## src/rtl/pc_sequencer.sv

```systemverilog
// pc_sequencer: program counter and single-outstanding instruction fetch controller
// with execute redirects, in-flight kill, and misaligned-target trap vectoring.
module pc_sequencer #(
  parameter logic [31:0] RESET_VECTOR = 32'h0000_0000,
  parameter logic [31:0] TRAP_VECTOR  = 32'h0000_0100
) (
  input  logic        CLK,
  input  logic        ResetN,
  output logic        IMemReq,
  output logic [31:0] IMemAddr,
  input  logic        IMemGnt,
  input  logic        IMemRValid,
  input  logic [31:0] IMemRData,
  output logic        InstrValid,
  output logic [31:0] InstrOut,
  output logic [31:0] InstrPC,
  output logic [31:0] InstrPCPlus4,
  input  logic        InstrAccept,
  input  logic        RedirectValid,
  input  logic [1:0]  PCSrc,
  input  logic [31:0] PCTarget,
  input  logic [31:0] ALUResult,
  output logic        MisalignTrap
);
  typedef enum logic [1:0] {BOOT, REQ, WAIT, HOLD} state_t;
  state_t state_q, state_d;
  logic [31:0] pc_q, pc_d, instr_q, instr_d, ipc_q, ipc_d, ipc4_q, ipc4_d, tgt;
  logic kill_q, kill_d, trap_q, trap_d, redir;
  always_comb begin
    redir   = RedirectValid && (PCSrc == 2'b01 || PCSrc == 2'b10);
    tgt     = PCSrc == 2'b01 ? PCTarget : ALUResult;
    trap_d  = redir && |tgt[1:0];
    state_d = state_q;
    pc_d    = redir ? (|tgt[1:0] ? TRAP_VECTOR : tgt) : pc_q;
    kill_d  = kill_q;
    instr_d = instr_q;
    ipc_d   = ipc_q;
    ipc4_d  = ipc4_q;
    case (state_q)
      BOOT: state_d = REQ;
      REQ: if (IMemGnt) begin
        state_d = WAIT;
        kill_d  = redir;
      end
      WAIT: if (IMemRValid) begin
        kill_d = 1'b0;
        if (kill_q || redir) state_d = REQ;
        else begin
          state_d = HOLD;
          instr_d = IMemRData;
          ipc_d   = pc_q;
          ipc4_d  = pc_q + 32'd4;
        end
      end else if (redir) kill_d = 1'b1;
      HOLD: if (redir || InstrAccept) begin
        state_d = REQ;
        if (!redir) pc_d = pc_q + 32'd4;
      end
      default: state_d = BOOT;
    endcase
  end
  always_ff @(posedge CLK or negedge ResetN) begin
    if (!ResetN) begin
      state_q <= BOOT;
      pc_q    <= RESET_VECTOR;
      kill_q  <= 1'b0;
      trap_q  <= 1'b0;
      instr_q <= 32'd0;
      ipc_q   <= 32'd0;
      ipc4_q  <= 32'd4;
    end else begin
      state_q <= state_d;
      pc_q    <= pc_d;
      kill_q  <= kill_d;
      trap_q  <= trap_d;
      instr_q <= instr_d;
      ipc_q   <= ipc_d;
      ipc4_q  <= ipc4_d;
    end
  end
  assign IMemReq      = state_q == REQ;
  assign IMemAddr     = pc_q;
  assign InstrValid   = state_q == HOLD;
  assign InstrOut     = instr_q;
  assign InstrPC      = ipc_q;
  assign InstrPCPlus4 = ipc4_q;
  assign MisalignTrap = trap_q;
endmodule

```

## config.mk

```make
export PLATFORM = sky130hd
export DESIGN_NAME = pc_sequencer
export DESIGN_NICKNAME = d
export VERILOG_FILES = /design/src/rtl/pc_sequencer.sv
export SDC_FILE = /design/constraint.sdc
export NUM_CORES = 1
export LEC_CHECK = 0
export CAP_MARGIN = 15
export CELL_PAD_IN_SITES_DETAIL_PLACEMENT = 1
export CELL_PAD_IN_SITES_GLOBAL_PLACEMENT = 1
export CORE_MARGIN = 2
export CORE_UTILIZATION = 30
export DETAILED_ROUTE_END_ITERATION = 10
export GPL_TIMING_DRIVEN = 0
export PLACE_DENSITY_LB_ADDON = 0.1
export SLEW_MARGIN = 40
export SYNTH_ARGS = -nofsm -noshare
export SYNTH_HDL_FRONTEND = slang
export SYNTH_SLANG_ARGS = --single-unit
```

## constraint.sdc

```tcl
create_clock -name CLK -period 2.8 [get_ports CLK]
set_input_delay 0.56 -clock CLK [delete_from_list [all_inputs] [get_ports CLK]]
set_output_delay 0.56 -clock CLK [all_outputs]
set_load 0.05 [all_outputs]
```

# == Yosys cells after proc, flatten, opt, wreduce, memory -nomap -nowiden ==
# Cells that the tools add are included.
# op_classes
add_sub_neg,1
multipliers,0
n_div,0
n_lt_le_gt_ge,0
eq_ne,9
n_shift,0
n_mux,15
bitwise_logic,1
n_reduce_logical,11
# ops
cell,count
$mux 32,6
$add 32x3->32 const B,1
$reduce_and 3->1,3
$mux 2,4
$pmux 2 s4,1
$eq 2x2->1 const B,3
$eq 2x1->1 const B,2
$ne 2x1->1 const B,2
$logic_or 1x1->1,3
$mux 1,3
$ne 3x3->1 const B,1
$logic_and 1x1->1,2
$logic_not 2->1,1
$ne 2x2->1 const B,1
$pmux 1 s2,1
$reduce_bool 2->1,1
$reduce_or 2->1,1
$not 1->1,1
# totals
regBits,132
latchBits,0
ram_bits,0
romBits,0
out_inout_bits,131
wordCells,44
memories,0

# == Logic depth before layout (Yosys ltp) ==
# depth
depth_word,8
mapped_depth,10
ltp_nobuf,7

# == Least setup slack after synthesis ==
# OpenSTA, ideal clock, no wires.
# synth_timing
kind,register -> register
startpoint,"register pc_q[2], in the netlist IMemAddr[2]"
endpoint,"register pc_q[26], in the netlist IMemAddr[26]"
t_arrival_ns,2.243
required_time_ns,2.662
slack_ns,0.418
path_stages_with_launch,8
synth_period_minus_slack_ns,2.382
cell_sequence,dfrtp_1 ha_1 nand3_1 or4b_1 buf_6 nor3_2 xnor2_1 o22ai_2
# synth_between
elab_chain_cells,4
# synth_rtl
item,line,rtl
"start, declared",27,"logic [31:0] pc_q, pc_d, instr_q, instr_d, ipc_q, ipc_d, ipc4_q, ipc4_d, tgt;"
"start signal, assigned",73,pc_q <= pc_d;
$add 32x3->32,57,if (!redir) pc_d = pc_q + 32'd4;
$mux 32,57,
$mux 32,55,HOLD: if (redir || InstrAccept) begin
$mux 32,39,case (state_q)
via pc_d[26],27,
# The timed path passes the listed nets, and every way through them passes these cells.
# A chain may end at the register's enable or synchronous reset.

# == Worst setup path in the final report ==
# layout_timing
startpoint,input PCSrc[1]
endpoint,"register ipc_q[13], in the netlist InstrPC[13]"
# layout_between
elab_chain_cells,6
# layout_rtl
item,line,rtl
"start, declared",20,"input logic [1:0] PCSrc,"
$eq 2x1->1 / $eq 2x2->1 (equally long branches),30,redir = RedirectValid && (PCSrc == 2'b01 || PCSrc == 2'b10);
$logic_or 1x1->1 *,30,
$logic_and 1x1->1 *,30,
$logic_or 1x1->1 *,47,if (kill_q || redir) state_d = REQ;
$not 1->1 (no source line) *,n/a,
$reduce_and 3->1 (no source line) *,n/a,
"end signal, assigned",77,ipc_q <= ipc_d;
"end, declared",27,
# Mark *: on every way between the ends. The rest lies on a longest branch, timed or not.

==> metrics.csv <==
metric,value,unit
status,"complete, no violations",
dr.first_iter.drc_count,182,
fin_setup_tns,0,ps
lkg_pwr,4.12,nW
cell_count_after_synthesis,696,
synth.ff_latch_count,130,
syn_avg_cell_area,9.05,sq um
worst-path-max-fanout,10,
global_route_wire_length_before_repair,35400,um
clock_sink_total,130,
worstSetupPathType,input pin to flip-flop,
design.die.area,0.0222,sq mm
grt_overflow,0,
synth_area,0.00630,sq mm
number_of_h_tree_branching_levels,4,
detailroute.via_count,5905,
detail_route.wl_per_cell,18.3,um
critical_path.endpoint_type,flip-flop,
grt_util_met1,28.8,%
vdd.ir_drop.worst,0.541,mV
place_congestion,0.767,
rsz0062_at_grt,false,
synth_edf_count,0,
gr-max-usage-layer,met2,
slew_headroom,51.4,%
cap_violations,0,
cp-start-kind,input pin,
hp-class,flip-flop to flip-flop,
final.setup_skew,12.2,ps
clock.fmax,385,MHz
synth_common_cells,"sky130_fd_sc_hd__nand2_1 (244), sky130_fd_sc_hd__dfrtp_1 (129), sky130_fd_sc_hd__xnor2_1 (49), sky130_fd_sc_hd__o22ai_1 (35), sky130_fd_sc_hd__clkbuf_1 (30)",
post_route_cells_drive_above_1_share,8.42,%
placement.cell_area,0.00904,sq mm
ys_seq_area_share,51.7,%
worst-endpoint-required,3110,ps
cts_tree,built,
gr-usage-met3,4.92,%
grtUsageMet2,33.4,%
cell_types_occupying_the_most_area_after_synthesis,"sky130_fd_sc_hd__dfrtp_1 (51%), sky130_fd_sc_hd__nand2_1 (15%), sky130_fd_sc_hd__xnor2_1 (6.8%)",
pin_count_of_the_biggest_net_entering_global_routing,58,
yosys.cell_types.count,47,
insertion_delay,420,ps
synth_area_leader_cell,sky130_fd_sc_hd__dfrtp_1,
yosysMostFrequentCell,sky130_fd_sc_hd__nand2_1,
worst_ep_arrival_time,2900,ps
cts_made_buffers,17,
drt_pre_antenna_iters,4,
core,0.0208,sq mm
final_antenna_net_count,0,
track_usage,20.8,%
final-setup-viol-count,0,
path_clk_slew,60,ps
timing_worst_slew_pin_value,729,ps
synthDominantCellAreaShare,51.3,%
layout_worst_path_cycle_share,92.7,%
final_design_area_no_fill,0.00972,sq mm
insertedDiodeCount,0,
yosys_warnings,0,
final_nets,1059,
worstRegToRegCells,7,
detailed_place_hpwl,16800,um
worst_hold_path.num_cells,2,
routed_wirelength,22600,um
clk_root_buffer_cell,sky130_fd_sc_hd__clkbuf_16,
via_cell_ratio,4.77,
synth-async-reset-ratio,100,%
numPortBuffers,233,
final-hold-violation-count,0,
synthesized_net_count,806,
cts-root-to-sink-buffers,2,
power.density_cell_area,1090,mW/mm^2
initial_utilization,30.2,%
final-max-slew-violation-count,0,
floorplan.die.height,149,um
most_used_flip_flop_cell_after_synthesis,sky130_fd_sc_hd__dfrtp_1,
drcViolationCount,0,
design.portCount,235,
floorplan.rows,53,
period_needed,2600,ps
number_of_global_route_vias_before_repair,6138,
antenna_violations_before_repair,0,
area_growth_from_synthesis_to_layout,54.3,%
die_w,149,um
worst paths after layout:
check	startpoint	end	slack (ps)
setup / recovery	PCSrc[1]	InstrPC[13]$_DFFE_PN0P_	200
hold / removal	InstrOut[17]$_DFFE_PN0P_	InstrOut[17]$_DFFE_PN0P_	470
setup reg to reg	IMemAddr[2]$_DFF_PN0_	IMemAddr[26]$_DFF_PN0_	270
hold reg to reg	InstrOut[17]$_DFFE_PN0P_	InstrOut[17]$_DFFE_PN0P_	470
max in group asynchronous	ResetN	InstrPCPlus4[2]$_DFFE_PN1P_	1650
min in group asynchronous	ResetN	InstrOut[0]$_DFFE_PN0P_	570
registers in the layout, summed over array words and instances (netlist names):
signal,flops
IMemAddr,32
InstrOut,32
InstrPC,32
InstrPCPlus4,30
MisalignTrap,1
kill_q,1
state_q,2
worst max-delay path: stages:
cell	delay (ps)
sky130_fd_sc_hd__clkdlybuf4s50_1	450
sky130_fd_sc_hd__inv_1	40
sky130_fd_sc_hd__ha_1	290
sky130_fd_sc_hd__nor2b_1	50
sky130_fd_sc_hd__clkbuf_2	170
sky130_fd_sc_hd__nor2_1	180
sky130_fd_sc_hd__nand3_1	360
sky130_fd_sc_hd__clkbuf_2	350
sky130_fd_sc_hd__clkbuf_2	280
sky130_fd_sc_hd__nand2_1	120
sky130_fd_sc_hd__nand2_1	60
placed cells by master (no fill, tap or decap), types with 8 or more instances in the layout:
| cell type | Yosys | layout |
|---|---|---|
| sky130_fd_sc_hd__nor2_1 | 23 | 23 |
| sky130_fd_sc_hd__nand3_1 | 11 | 11 |
| sky130_fd_sc_hd__clkbuf_16 | 0 | 17 |
| sky130_fd_sc_hd__xnor2_1 | 49 | 49 |
| sky130_fd_sc_hd__clkdlybuf4s50_1 | 0 | 232 |
| sky130_fd_sc_hd__nand2_1 | 244 | 244 |
| sky130_fd_sc_hd__buf_2 | 8 | 8 |
| sky130_fd_sc_hd__o21ai_0 | 29 | 29 |
| sky130_fd_sc_hd__dfrtp_1 | 129 | 129 |
| sky130_fd_sc_hd__clkbuf_1 | 30 | 20 |
| sky130_fd_sc_hd__o22ai_1 | 35 | 35 |
| sky130_fd_sc_hd__nor3_1 | 18 | 18 |
| sky130_fd_sc_hd__clkbuf_2 | 0 | 8 |
| sky130_fd_sc_hd__mux2i_1 | 12 | 12 |
area by class of cell:
type                       instances  area [sq um]
clock buffer                      18           439
multi-input combinational        506          2780
sequential                       130          3250
buffer                            50           238
fill                            2441         11100
tap                              275           344
timing repair buffer             236          2400
clock inverter                    14           225
inverter                           8          30.0
per-stage QoR:
stage | hold WS (ps) | std cells | power (mW) | setup WS, ps | util (%)
final | 471 | 1237 | 10.6 | 203 | 46.7
after global routing | 501 | 1237 | 11.1 | 7.31 | 46.7
after CTS | 478 | 1238 | 10.7 | 59.5 | 46.7
after detailed placement | 422 | 1206 | 8.16 | -758 | 43.4
after global placement | 457 | 1204 | 8.09 | -4500 | 43.1
after floorplan | 264 | 696 | 6.17 | 418 | -
power by group:
part | switching [mW] | leakage, nW | internal, mW
sequential | 0.437 | 1.72 | 2.55
clock | 0.898 | 0.326 | 1.62
combinational | 3.46 | 2.07 | 1.64
routing by layer:
metal	routed length, um	vias to the layer above
met2	10600	179
met5	0	-
met3	1270	9
li1	-	2824
met4	113	0
met1	10600	2893
what timing repair did:
item                                    in CTS  in global routing
cloned                                       0                  0
gates resized for setup                      7                  2
hold buffers                                 1                  0
endpoints found under the setup margin      64                 79
buffers inserted                             0                  0
endpoints found under the hold margin       22                  0
logic make-up (layout without fill, tap and decap cells):
group           after synthesis  after routing  share of synthesized area, %
compound gates               89             89                          8.76
xor+xnor                     56             56                          7.79
fa+ha+maj                     6              6                          1.19
buf+inv                      60            326                          4.21
flops                       130            130                          51.7
mux                          14             14                          2.27
simple gates                341            341                          24.1
(Power assumes the default switching activity.)
